**config.mk**
```make
export PLATFORM = sky130hd
export DESIGN_NAME = pulled_bus_rx
export DESIGN_NICKNAME = d
export VERILOG_FILES = /design/src/rtl/pulled_bus_rx.sv
export SDC_FILE = /design/constraint.sdc
export NUM_CORES = 1
export LEC_CHECK = 0
export ABC_AREA = 1
export CORE_ASPECT_RATIO = 1.75
export CORE_MARGIN = 4
export CORE_UTILIZATION = 54
export CTS_CLUSTER_DIAMETER = 120
export DETAILED_ROUTE_END_ITERATION = 8
export PLACE_DENSITY = 0.8
export SETUP_SLACK_MARGIN = 0.3
export SKIP_LAST_GASP = 1
export SYNTH_ARGS = -nofsm -noshare
export SYNTH_HDL_FRONTEND = slang
export SYNTH_SLANG_ARGS = --single-unit
```
**constraint.sdc**
```tcl
create_clock -name clk -period 2.8 [get_ports clk]
set_clock_uncertainty 0.2 [all_clocks]
set_input_delay 0.42 -clock clk [delete_from_list [all_inputs] [get_ports clk]]
set_output_delay 0.42 -clock clk [all_outputs]
set_load 0.005 [all_outputs]
```
**src/rtl/pulled_bus_rx.sv**
```systemverilog
// pulled_bus_rx: receive end of a resistively pulled tristate bus.
//
// The net floats to IDLE_VAL through its pull whenever no driver is enabled.
// The resolved level is brought into the clock domain by a 2-flop
// synchroniser, then glitch-filtered. Each accepted level change goes out as
// one word on a depth-1 valid/ready output register.
//
// Parameters:
//   WIDTH          bus width (>= 1)
//   IDLE_VAL       level the net resolves to when undriven (pull value)
//   FILTER_CYCLES  consecutive equal synced samples needed to accept a level (1..255)
//
// Ports:
//   clk         clock, rising edge
//   rst_n       asynchronous active-low reset
//   bus_in      resolved bus level, asynchronous to clk
//   rx_data     accepted word
//   rx_valid    rx_data valid, held until rx_ready
//   rx_ready    consumer accepts the word when rx_valid & rx_ready
//   rx_overrun  one-cycle pulse: an accepted word was dropped because the output was full
//   rx_level    current accepted (filtered) level
//   rx_busy     1 whenever the filter is not in its idle state
//   rx_idle     (RX_IDLE_EVT_EN only) 1 when the held word equals IDLE_VAL
//
// Optional feature macro: RX_IDLE_EVT_EN. When defined, a return to IDLE_VAL
// is reported as a word and the rx_idle output exists. When undefined, a
// return to idle only updates rx_level.

module pulled_bus_rx #(
  parameter int unsigned      WIDTH         = 8,
  parameter logic [WIDTH-1:0] IDLE_VAL      = {WIDTH{1'b1}},
  parameter int unsigned      FILTER_CYCLES = 4
) (
  input  logic             clk,
  input  logic             rst_n,
  input  logic [WIDTH-1:0] bus_in,
  output logic [WIDTH-1:0] rx_data,
  output logic             rx_valid,
  input  logic             rx_ready,
  output logic             rx_overrun,
  output logic [WIDTH-1:0] rx_level,
  output logic             rx_busy
`ifdef RX_IDLE_EVT_EN
  ,
  output logic             rx_idle
`endif
);

  localparam logic [8:0] FcLimit = 9'(FILTER_CYCLES);

  typedef enum logic [1:0] {
    StIdle,
    StActive,
    StSettle
  } state_e;

  state_e           state_q;
  logic [WIDTH-1:0] sync1_q, sync2_q;
  logic [WIDTH-1:0] accepted_q;
  logic [WIDTH-1:0] cand_q;
  logic [7:0]       cnt_q;
  logic [8:0]       cnt_inc;

  logic [WIDTH-1:0] data_q;
  logic             valid_q;
  logic             overrun_q;

  logic             level_chg;
  logic [WIDTH-1:0] new_level;
  logic             word_evt;

  // Two-flop synchroniser; everything downstream looks only at sync2_q.
  always_ff @(posedge clk or negedge rst_n) begin
    if (!rst_n) begin
      sync1_q <= IDLE_VAL;
      sync2_q <= IDLE_VAL;
    end else begin
      sync1_q <= bus_in;
      sync2_q <= sync1_q;
    end
  end

  // Decode whether this edge accepts a genuinely new level. The count
  // compares against the incremented value so the accept lands exactly
  // FILTER_CYCLES edges after the level first appears in sync2_q.
  always_comb begin
    cnt_inc   = {1'b0, cnt_q} + 9'd1;
    level_chg = 1'b0;
    new_level = accepted_q;
    case (state_q)
      StIdle, StActive: begin
        if ((sync2_q != accepted_q) && (FILTER_CYCLES == 1)) begin
          level_chg = 1'b1;
          new_level = sync2_q;
        end
      end
      StSettle: begin
        // A candidate that settles back to the accepted level is a cancelled glitch.
        if ((sync2_q == cand_q) && (cnt_inc >= FcLimit) && (cand_q != accepted_q)) begin
          level_chg = 1'b1;
          new_level = cand_q;
        end
      end
      default: ;
    endcase
`ifdef RX_IDLE_EVT_EN
    word_evt = level_chg;
`else
    word_evt = level_chg && (new_level != IDLE_VAL);
`endif
  end

  // Filter FSM.
  always_ff @(posedge clk or negedge rst_n) begin
    if (!rst_n) begin
      state_q    <= StIdle;
      accepted_q <= IDLE_VAL;
      cand_q     <= IDLE_VAL;
      cnt_q      <= 8'd0;
    end else begin
      case (state_q)
        StIdle, StActive: begin
          if (sync2_q != accepted_q) begin
            cand_q <= sync2_q;
            cnt_q  <= 8'd1;
            if (FILTER_CYCLES == 1) begin
              accepted_q <= sync2_q;
              state_q    <= (sync2_q == IDLE_VAL) ? StIdle : StActive;
            end else begin
              state_q <= StSettle;
            end
          end
        end
        StSettle: begin
          if (sync2_q != cand_q) begin
            cand_q <= sync2_q;
            cnt_q  <= 8'd1;
          end else if (cnt_inc >= FcLimit) begin
            // On a cancelled glitch cand_q already equals accepted_q.
            accepted_q <= cand_q;
            cnt_q      <= 8'd0;
            state_q    <= (cand_q == IDLE_VAL) ? StIdle : StActive;
          end else begin
            cnt_q <= cnt_inc[7:0];
          end
        end
        default: state_q <= StIdle;
      endcase
    end
  end

  // Depth-1 output register. A word accepted while the consumer is taking the
  // previous one replaces it with no bubble; otherwise a full register drops it.
  always_ff @(posedge clk or negedge rst_n) begin
    if (!rst_n) begin
      data_q    <= '0;
      valid_q   <= 1'b0;
      overrun_q <= 1'b0;
    end else begin
      overrun_q <= 1'b0;
      if (word_evt) begin
        if (!valid_q || rx_ready) begin
          data_q  <= new_level;
          valid_q <= 1'b1;
        end else begin
          overrun_q <= 1'b1;
        end
      end else if (valid_q && rx_ready) begin
        valid_q <= 1'b0;
      end
    end
  end

`ifdef RX_IDLE_EVT_EN
  logic idle_q;

  always_ff @(posedge clk or negedge rst_n) begin
    if (!rst_n) begin
      idle_q <= 1'b0;
    end else if (word_evt && (!valid_q || rx_ready)) begin
      idle_q <= (new_level == IDLE_VAL);
    end
  end

  assign rx_idle = idle_q;
`endif

  assign rx_data    = data_q;
  assign rx_valid   = valid_q;
  assign rx_overrun = overrun_q;
  assign rx_level   = accepted_q;
  assign rx_busy    = (state_q != StIdle);

endmodule

```
==> summary.md <==
The run finished with clean final reports. Clock-pin slew was measured on the worst setup and hold paths at 0.09 ns. For this run, the post-layout net count is 314. Transition time of the tightest slew-check pin: 0.841 ns. The run gives 5 as the number of CTS-inserted buffers.

The quantity of hold-fixing buffers added after cts was 0; the detailed-route DRC error count was 0. Most used cell along the critical path: sky130_fd_sc_hd__nand2_1. The number of nets in the synthesized netlist is 273. The worst hold path belongs to the class input port to asynchronous set/reset pin. The die is 95.5 um tall. In this run the number of H-tree levels came out at 2. The logs give 2.42 ns for the data arrival time at the worst-slack endpoint and 1786 for the number of global-route vias before repair. The met2 track demand over resource in global routing is 33.1%.

30 I/O pins were placed. For this run the aggregate overflow at the end of global routing stands at 0. In the layout the commonest cells are sky130_fd_sc_hd__nand2_1 (78), sky130_fd_sc_hd__dfstp_2 (32), sky130_fd_sc_hd__inv_1 (29). For the number of fillers in the final layout, the log shows 328. The number of detailed-route iterations in the first pass was 4; the core region area was 4190 sq um. In this run the cell area of the synthesized design comes to 2360 sq um. The largest fanout of any net on the critical path was 8.

The initialized floorplan defines 31 standard-cell rows. The number of antenna diodes in the final layout is 0. Across all hold checks on the routed design, the worst slack comes to 0.0228 ns. In this run the power density over the cells is 451 nW/um^2.

TritonCTS built the clock tree. Register bit count reported by yosys: 52. The floorplan step defined a die boundary enclosing 5540 sq um. The share of the core filled with cells in the final layout is 68.7%, and the post-placement worst setup slack is 0.274 ns. The first-pass GRT wire length came out at 8060 um. For the number of different library cells in the post-synthesis netlist, the log shows 30. The maximum buffer depth of the clock tree is 2, and the total wire length is 5050 um. The number of antenna violations at the first check in global routing came out at 0. The count of nets left with antenna violations after detail routing was 0.

The worst setup path is launched from a flip-flop. In this run the mean area of a mapped cell was 9.09 sq um. The horizontal die dimension works out to 58.0 um. The maximum clock rate was 419 MHz; the number of slew-limit violations in the final report was 0.

The run gives 3670 um as the HPWL reported at the end of detailed placement. Traced cell by cell, the critical path runs through inv_1 > nand2_1 > nand2_1 > nor2_2 > nand2_1 > nor2_4 > buf_4 > nand4_1 > nand2_2 > nand2_2 > nor2_4 > nand2_4 > nand3_4 > nand2_1 > nand2_1. Number of violations of the max-capacitance limit: 0. Dividing the detail-routed wire length by the instance count gives 14.4 um.

The routing usage on met3 is 2.85%, and the number of DRC markers after the initial detailed-route iteration is 58. Setup repair after global routing could not meet its margin everywhere. Via-per-instance ratio: 5.24. The clock tree root driver cell was sky130_fd_sc_hd__clkbuf_8. Compared with the post-synthesis result, the final layout area differs by 21.9%. In this run the static leakage power is 1.29 nW. For the hold violation count in the final report, the log shows 0.

For this design, the slowest cell found on the critical path is sky130_fd_sc_hd__dfstp_2. The placer congestion estimate is 0.859. The total negative setup slack is 0 ns, and the global-route usage over all layers is 19.1%. The starting density of the core was 56.4%. The proportion of layout cells with a drive suffix above 1 is 23.8%.

Entering global routing, the biggest net connects 39 pins. For the worst setup margin, the log shows 0.414 ns. The Yosys step of the flow raised 0 warnings. Detailed routing inserted a total of 1840 vias.

The global routing stage identified its most utilized layer as met2. Summing the sequential cell areas from Yosys gives 56.8% of the chip area. Kind of end point of the critical path: a flip-flop. The critical path is of the flip-flop to flip-flop type. The run gives 0.000520 V as the worst vdd rail ir drop.

The final worst-path cycle share works out to 85.2%. The worst-skew pair later-pin latency is 0.30 ns. For the post-synthesis cell count, the log shows 260. The library cell used most frequently in the layout, excluding fill and tap cells, is sky130_fd_sc_hd__nand2_1. Setup violations remaining at the end of the flow were counted as 0. Input and output buffers added on the ports amount to 29. For met1 alone, demand over resource in global routing was 22.6%. The run gives 43.9% as the worst max-slew margin expressed relative to the limit. For the TritonCTS sink count, the log shows 52. Counting I/O delays and the setup requirement, the final critical path takes 2.39 ns. At the worst endpoint, the required time is 2.84 ns. On the worst path, the slowest cell contributes a delay of 0.61 ns.
state kept, by name, summed over array words and instances (netlist names):
signal	cells
cand_q	8
cnt_q	8
rx_data	8
rx_level	8
rx_overrun	1
rx_valid	1
state_q	2
sync1_q	8
sync2_q	8
Yosys cell counts:
master                     number  area, sq um
sky130_fd_sc_hd__nand2_1       82          308
sky130_fd_sc_hd__dfstp_2       32          841
sky130_fd_sc_hd__inv_1         29          109
sky130_fd_sc_hd__nor2_1        22         82.6
sky130_fd_sc_hd__nand4_1       21          131
sky130_fd_sc_hd__dfrtp_1       20          500
sky130_fd_sc_hd__o21ai_0       11         55.1
sky130_fd_sc_hd__xnor2_1       10         87.6
sky130_fd_sc_hd__nand2_2        5         31.3
sky130_fd_sc_hd__o22ai_1        3         18.8
sky130_fd_sc_hd__buf_2          2         10.0
sky130_fd_sc_hd__clkbuf_1       2         7.51
sky130_fd_sc_hd__ha_1           2         25.0
sky130_fd_sc_hd__nand3_1        2         10.0
sky130_fd_sc_hd__nor2_2         2         12.5
sky130_fd_sc_hd__buf_6          1         11.3
sky130_fd_sc_hd__inv_2          1         3.75
sky130_fd_sc_hd__nand2_4        1         11.3
sky130_fd_sc_hd__nand3_2        1         10.0
sky130_fd_sc_hd__nand3_4        1         17.5
sky130_fd_sc_hd__nor2_4         1         11.3
sky130_fd_sc_hd__nor3_1         1         5.00
sky130_fd_sc_hd__nor3_2         1         10.0
sky130_fd_sc_hd__nor4_1         1         6.26
sky130_fd_sc_hd__o211ai_1       1         7.51
sky130_fd_sc_hd__o21ai_2        1         8.76
sky130_fd_sc_hd__o22a_1         1         8.76
sky130_fd_sc_hd__or2_0          1         6.26
sky130_fd_sc_hd__or2_1          1         6.26
sky130_fd_sc_hd__xor2_1         1         8.76
worst max-delay path: cells and delay by family, from the launching register on:
family / cells / cell delay (ns)
buffers and inverters: 2 / 0.21
flip-flops: 1 / 0.61
AND/OR/NAND/NOR: 13 / 1.31
metrics by stage:
step	power (mW)	cell area (sq um)	std cells
after floorplan	0.860	2360	260
after global placement	0.903	2700	335
after detailed placement	0.907	2700	335
after CTS	1.31	2790	343
after global routing	1.36	2880	351
final	1.30	2880	351
where the power goes:
part / total, mW / switching (mW) / internal (mW)
Sequential: 0.809 / 0.0213 / 0.788
Clock: 0.398 / 0.228 / 0.170
Combinational: 0.0907 / 0.0516 / 0.0392
Total: 1.30 / 0.301 / 0.997
worst paths after layout:
kind	from	endpoint	slack, ns	cells after the start
setup / recovery	cand_q[5]	rx_data[5]	0.41	15
hold / removal	rst_n	cnt_q[4]	0.02	1
setup reg to reg	cand_q[5]	rx_data[5]	0.41	15
hold reg to reg	sync1_q[6]	sync2_q[6]	0.16	0
max in group asynchronous	rst_n	rx_level[5]	1.59	2
min in group clk	sync1_q[6]	sync2_q[6]	0.16	0
layout make-up:
cell class / instances / area (sq um) / share of cell area, %
Clock buffer: 5 / 68.8 / 2.39
Clock inverter: 3 / 13.8 / 0.478
Inverter: 30 / 113 / 3.91
Multi-Input combinational cell: 174 / 923 / 32.1
Sequential cell: 52 / 1340 / 46.6
Tap cell: 49 / 61.3 / 2.13
Timing Repair Buffer: 38 / 357 / 12.4
timing repair:
action	in CTS	in global routing
pin swaps	0	10
resized for setup	1	11
cloned	0	1
setup buffers	0	7
setup endpoints to repair	8	18
layer usage:
| metal | vias up | share of wire (%) |
|---|---|---|
| met5 | - | 0 |
| met3 | 9 | 2.9 |
| met2 | 39 | 55 |
| met4 | 0 | 2.2 |
| li1 | 907 | - |
| met1 | 885 | 40 |
logic make-up (layout without fill, tap and decap cells):
group	after synthesis	after routing	synth area share (%)
xor gates and xnor gates	11	11	4.08
DFF	52	52	56.8
AOI/OAI and AO/OA	17	17	4.18
adders and majority gates	2	2	1.06
and+or+nand+nor	143	144	27.9
buffers and inverters	35	76	5.98
(Power assumes the default switching activity.)
